## src/rtl/vga_pkg.sv

```systemverilog
// Shared VGA timing defaults and helpers for the frame geometry derived from
// the per-instance porch/sync parameters.
package vga_pkg;

  localparam int unsigned CNT_W = 10;

  localparam int unsigned H_ACTIVE_DEF = 640;
  localparam int unsigned H_FP_DEF     = 16;
  localparam int unsigned H_SYNC_DEF   = 96;
  localparam int unsigned H_BP_DEF     = 48;
  localparam int unsigned V_ACTIVE_DEF = 480;
  localparam int unsigned V_FP_DEF     = 10;
  localparam int unsigned V_SYNC_DEF   = 2;
  localparam int unsigned V_BP_DEF     = 33;
  localparam int unsigned CLK_DIV_DEF  = 4;

  typedef logic [CNT_W-1:0] cnt_t;

  function automatic int unsigned total(input int unsigned act, input int unsigned fp,
                                        input int unsigned sync, input int unsigned bp);
    return act + fp + sync + bp;
  endfunction

  function automatic int unsigned sync_first(input int unsigned act, input int unsigned fp);
    return act + fp;
  endfunction

  function automatic int unsigned sync_last(input int unsigned act, input int unsigned fp,
                                            input int unsigned sync);
    return act + fp + sync - 1;
  endfunction

endpackage

```

## src/rtl/vga_if.sv

```systemverilog
// Timing bus from the sync generator to the output stage.
interface vga_if;
  import vga_pkg::*;

  logic pixel_tick;
  cnt_t h_count;
  cnt_t v_count;
  logic video_on;
  logic h_sync_n;
  logic v_sync_n;

  modport master (output pixel_tick, h_count, v_count, video_on, h_sync_n, v_sync_n);
  modport slave  (input  pixel_tick, h_count, v_count, video_on, h_sync_n, v_sync_n);
endinterface

```

## src/rtl/vga_sync.sv

```systemverilog
// Pixel-clock divider, horizontal/vertical counters and combinational
// sync / video_on decode of the current counter values.
module vga_sync
  import vga_pkg::*;
#(
  parameter int unsigned H_ACTIVE = H_ACTIVE_DEF,
  parameter int unsigned H_FP     = H_FP_DEF,
  parameter int unsigned H_SYNC   = H_SYNC_DEF,
  parameter int unsigned H_BP     = H_BP_DEF,
  parameter int unsigned V_ACTIVE = V_ACTIVE_DEF,
  parameter int unsigned V_FP     = V_FP_DEF,
  parameter int unsigned V_SYNC   = V_SYNC_DEF,
  parameter int unsigned V_BP     = V_BP_DEF,
  parameter int unsigned CLK_DIV  = CLK_DIV_DEF
) (
  input  logic  i_clk,
  input  logic  i_rst,
  vga_if.master tbus
);

  localparam int unsigned DIV_W   = (CLK_DIV > 1) ? $clog2(CLK_DIV) : 1;
  localparam cnt_t        H_LAST  = cnt_t'(total(H_ACTIVE, H_FP, H_SYNC, H_BP) - 1);
  localparam cnt_t        V_LAST  = cnt_t'(total(V_ACTIVE, V_FP, V_SYNC, V_BP) - 1);
  localparam cnt_t        HS_LO   = cnt_t'(sync_first(H_ACTIVE, H_FP));
  localparam cnt_t        HS_HI   = cnt_t'(sync_last(H_ACTIVE, H_FP, H_SYNC));
  localparam cnt_t        VS_LO   = cnt_t'(sync_first(V_ACTIVE, V_FP));
  localparam cnt_t        VS_HI   = cnt_t'(sync_last(V_ACTIVE, V_FP, V_SYNC));
  localparam cnt_t        H_VIS   = cnt_t'(H_ACTIVE);
  localparam cnt_t        V_VIS   = cnt_t'(V_ACTIVE);

  logic [DIV_W-1:0] div_q, div_d;
  cnt_t             h_q, h_d;
  cnt_t             v_q, v_d;
  logic             tick;

  always_comb begin
    tick  = (div_q == DIV_W'(CLK_DIV - 1));
    div_d = tick ? '0 : div_q + 1'b1;
    h_d   = h_q;
    v_d   = v_q;
    // v advances only on the same tick that wraps h
    if (tick) begin
      if (h_q == H_LAST) begin
        h_d = '0;
        v_d = (v_q == V_LAST) ? '0 : v_q + 1'b1;
      end else begin
        h_d = h_q + 1'b1;
      end
    end
  end

  always_ff @(posedge i_clk) begin
    if (i_rst) begin
      div_q <= '0;
      h_q   <= '0;
      v_q   <= '0;
    end else begin
      div_q <= div_d;
      h_q   <= h_d;
      v_q   <= v_d;
    end
  end

  assign tbus.pixel_tick = tick;
  assign tbus.h_count    = h_q;
  assign tbus.v_count    = v_q;
  assign tbus.video_on   = (h_q < H_VIS) && (v_q < V_VIS);
  assign tbus.h_sync_n   = !((h_q >= HS_LO) && (h_q <= HS_HI));
  assign tbus.v_sync_n   = !((v_q >= VS_LO) && (v_q <= VS_HI));

endmodule

```

## src/rtl/top_design.sv

```systemverilog
// VGA timing generator top: registers sync outputs and gates the incoming
// pixel colour to black outside the visible area.
module top_design
  import vga_pkg::*;
#(
  parameter int unsigned H_ACTIVE = H_ACTIVE_DEF,
  parameter int unsigned H_FP     = H_FP_DEF,
  parameter int unsigned H_SYNC   = H_SYNC_DEF,
  parameter int unsigned H_BP     = H_BP_DEF,
  parameter int unsigned V_ACTIVE = V_ACTIVE_DEF,
  parameter int unsigned V_FP     = V_FP_DEF,
  parameter int unsigned V_SYNC   = V_SYNC_DEF,
  parameter int unsigned V_BP     = V_BP_DEF,
  parameter int unsigned CLK_DIV  = CLK_DIV_DEF
) (
  input  logic        i_clk,
  input  logic        i_rst_n,
  input  logic [11:0] d_in,
  output logic        H_sync,
  output logic        V_sync,
  output logic [11:0] RGB_out
);

  vga_if tbus ();

  vga_sync #(
    .H_ACTIVE (H_ACTIVE),
    .H_FP     (H_FP),
    .H_SYNC   (H_SYNC),
    .H_BP     (H_BP),
    .V_ACTIVE (V_ACTIVE),
    .V_FP     (V_FP),
    .V_SYNC   (V_SYNC),
    .V_BP     (V_BP),
    .CLK_DIV  (CLK_DIV)
  ) u_sync (
    .i_clk (i_clk),
    .i_rst (i_rst_n),
    .tbus  (tbus)
  );

  logic        hs_q, hs_d;
  logic        vs_q, vs_d;
  logic [11:0] rgb_q, rgb_d;

  always_comb begin
    hs_d  = tbus.h_sync_n;
    vs_d  = tbus.v_sync_n;
    rgb_d = tbus.video_on ? d_in : '0;
  end

  // i_rst_n is active-high despite its name
  always_ff @(posedge i_clk) begin
    if (i_rst_n) begin
      hs_q  <= 1'b1;
      vs_q  <= 1'b1;
      rgb_q <= '0;
    end else begin
      hs_q  <= hs_d;
      vs_q  <= vs_d;
      rgb_q <= rgb_d;
    end
  end

  assign H_sync  = hs_q;
  assign V_sync  = vs_q;
  assign RGB_out = rgb_q;

endmodule

```

## config.mk

```make
export PLATFORM = sky130hd
export DESIGN_NAME = top_design
export DESIGN_NICKNAME = d
export VERILOG_FILES = /design/src/rtl/vga_pkg.sv /design/src/rtl/vga_if.sv /design/src/rtl/vga_sync.sv /design/src/rtl/top_design.sv
export SDC_FILE = /design/constraint.sdc
export NUM_CORES = 1
export LEC_CHECK = 0
export CAP_MARGIN = 10
export CELL_PAD_IN_SITES_DETAIL_PLACEMENT = 1
export CELL_PAD_IN_SITES_GLOBAL_PLACEMENT = 2
export CORE_ASPECT_RATIO = 0.5
export CORE_UTILIZATION = 29
export CTS_BUF_LIST = sky130_fd_sc_hd__clkbuf_4
export CTS_CLUSTER_DIAMETER = 120
export DETAILED_ROUTE_END_ITERATION = 7
export PLACE_DENSITY = 0.86
export SYNTH_ARGS = -nofsm -noshare
export SYNTH_HDL_FRONTEND = slang
export SYNTH_SLANG_ARGS = --single-unit
```

## constraint.sdc

```tcl
create_clock -name i_clk -period 1.94 [get_ports i_clk]
set_input_delay 0.388 -clock i_clk [delete_from_list [all_inputs] [get_ports i_clk]]
set_output_delay 0.388 -clock i_clk [all_outputs]
set_load 0.02 [all_outputs]
```

==> impl_metrics.tcl <==
set metrics [dict create \
    numPortBuffers 27 \
    hold_viol 0 \
    std_cell_rows 18 \
    min_path_cells 1 \
    num_io_pins 28 \
    via_per_inst 4.69 \
    cpPeakStageDelay_ns 0.46 \
    dp_slack_ns 0.0745 \
    postCtsHoldBufs 0 \
    grt_antenna_before_repair 0 \
    gp_routability_congestion 0.742 \
    r2r_slack_ns 0.11 \
    cts.clk_slew.worst_paths_ns 0.12 \
    avgRoutedWirePerCell_um 12.8 \
    synth_area_leaders "dfxtp_1, and2_1, ha_1" \
    vias 1305 \
    fin_area_um2 2050 \
    cp_slowest_cell "or3_4" \
    finalWorstSetupSlack_ns 0.114 \
    dieWidth_um 105 \
    gr-usage-all-layers_pct 14.2 \
    irDropWorstVdd_mv 0.257 \
    core_area_um2 5000 \
    grt_pass1_wl_um 5950 \
    status "finished, final reports clean" \
    slew_violations 0 \
    grt_pass1_vias 1303 \
    die_area_um2 5580 \
    die_h_um 53.3 \
    worstPathArrival_ns 2.06 \
    yosysWarningCount 0 \
    utilization_pct 41.0 \
    drive_gt1_share_pct 16.3 \
    clk_path_buf_depth 2 \
    fin_crit_sh_pct 94.1 \
    wl_um 3550 \
    drc 0 \
    power.total_mw 1.42 \
    ys_seq_area_share_pct 47.1 \
    setup.worst_path.end_class "flop" \
    grt_max_degree 15 \
    syn-num-nets 184 \
    numCtsBuffers 5 \
    p_leak_nw 0.715 \
    synth_top_area_cell "dfxtp_1" \
    yosys-top-cells-count "dfxtp_1, and2_1, nand2_1" \
    hpwl_um 2660 \
    placed_area_um2 1950 \
    initialDrtViolationCount 35 \
    period_minus_slack_ns 1.83 \
    holdCritStartpoint "u_sync.div_q[0]" \
    relSlewSlack_pct 63.9 \
    r2r-end "u_sync.tbus.v_count[5]" \
    syn_area_um2 1530 \
    yosysUniqueCellTypes 34 \
    cts_tree "built" \
    clock_latency_ns 0.35 \
    synth_most_common_cell "dfxtp_1" \
    setup.worst_path.start_class "flop" \
    nNetsFinal 227 \
    synth_top_area_share_pct 47.1 \
    fmax_ghz 0.548 \
    antenna_cells 0 \
    path_cells "or2_4 -> or3_4 -> buf_4 -> o41ai_1 -> a21oi_1" \
    crit_type "reg2reg" \
    dr.pass1.iters 4 \
    cp.required_ns 2.17 \
    cap_violations 0 \
    r2r_start "u_sync.tbus.h_count[5]" \
    worstMarginPinSlew_ns 0.539 \
    setup_violations 0 \
    clock_skew_ns 0.00778 \
    synth_edf_count 0 \
    clock-sinks 36 \
    hold_end "u_sync.div_q[0]" \
    grt_overflow 0 \
    synthFlopType "dfxtp_1" \
    reg2reg_depth 5 \
    ys_ff_latch 36 \
    antenna_left 0 \
    syn_avg_cell_area_um2 9.32 \
    htreeDepth 2 \
    postSynthCellCount 164 \
    cts.root.buffer_cell "clkbuf_4" \
    syn_to_final_growth_pct 34.0 \
    start_util_pct 30.6 \
    ys_async_sr_fraction_pct 0 \
    power.density_nw_per_um2 692 \
    critical_path.max_fanout 12 \
    min_path_type "reg2reg" \
]
[repair_timing]
| item | in CTS | in global routing |
|---|---|---|
| gates resized for setup | 0 | 2 |
| endpoints found under the setup margin | 0 | 3 |
| setup buffers | 0 | 2 |
[flip-flops by register name, indices dropped and copies added, names as in the netlist]
name                 count
V_sync                   1
u_sync.tbus.v_count     10
u_sync.tbus.h_count     10
RGB_out                 12
H_sync                   1
u_sync.div_q             2
[through the flow]
step | TNS, ns | instances | hold WS [ns]
CTS | 0 | 276 | 0.438
finish | 0 | 278 | 0.430
detailed placement | 0 | 268 | 0.419
global route | -0.00407 | 278 | 0.462
floorplan | 0 | 164 | 0.398
global placement | 0 | 268 | 0.406
[layout make-up]
| type | count | area (µm²) |
|---|---|---|
| Clock buffer | 5 | 37.5 |
| Clock inverter | 3 | 42.5 |
| Inverter | 6 | 22.5 |
| Fill cell | 596 | 2950 |
| Tap cell | 70 | 87.6 |
| Multi-Input combinational cell | 116 | 754 |
| Sequential cell | 36 | 721 |
| Timing Repair Buffer | 42 | 383 |
[where the power goes]
part           internal [mW]  switching (mW)
combinational         0.0657          0.0492
sequential             0.759         0.00656
clock                  0.269           0.268
[worst max-delay path: cells and delay by family (launching register included)]
family | cells | cell delay (ns)
buffers and inverters | 1 | 0.17
AOI/OAI and AO/OA | 2 | 0.40
and+or+nand+nor | 2 | 0.76
DFF | 1 | 0.38
[cells by family after synthesis]
family | synth area share (%)
and+or+nand+nor | 30.3
DFF | 47.1
AOI/OAI and AO/OA | 7.45
buffers and inverters | 3.93
xor gates and xnor gates | 6.30
adders and majority gates | 4.91
[worst max path at each step]
stage	startpoint	end	slack [ns]
finish	u_sync.tbus.h_count[5]	u_sync.tbus.v_count[5]	0.11
global route	u_sync.div_q[0]	u_sync.tbus.v_count[5]	-0.004
detailed placement	u_sync.tbus.h_count[1]	u_sync.tbus.v_count[8]	0.07
floorplan	u_sync.tbus.h_count[0]	u_sync.tbus.v_count[7]	0.09
global placement	u_sync.tbus.h_count[5]	u_sync.tbus.v_count[9]	0.15
CTS	u_sync.tbus.h_count[1]	u_sync.tbus.v_count[9]	0.04
[per-layer routing]
layer | vias up | track usage (%) | part of all wire (%)
met3 | 6 | 4.80 | 4.2
met1 | 623 | 16.4 | 46
met2 | 21 | 24.5 | 49
met4 | 0 | 6.10 | 1.2
met5 | - | 0 | 0
li1 | 655 | - | -
[placed cells by master (no fill, tap or decap), types with 2 or more instances in the layout]
cell / n
dfxtp_1: 36
clkdlybuf4s50_1: 27
buf_4: 15
and2_1: 14
nand2_1: 11
nor3_1: 10
nand4_1: 8
nor2_1: 8
o21ai_0: 7
nand3_1: 7
xnor2_1: 7
inv_1: 6
a21oi_1: 6
ha_1: 6
clkbuf_4: 5
nor4_1: 4
xor2_1: 4
or3_2: 3
or3_4: 2
and3_1: 2
a21oi_2: 2
nor3b_1: 2
Note: power is estimated with default switching activity, not from simulation.
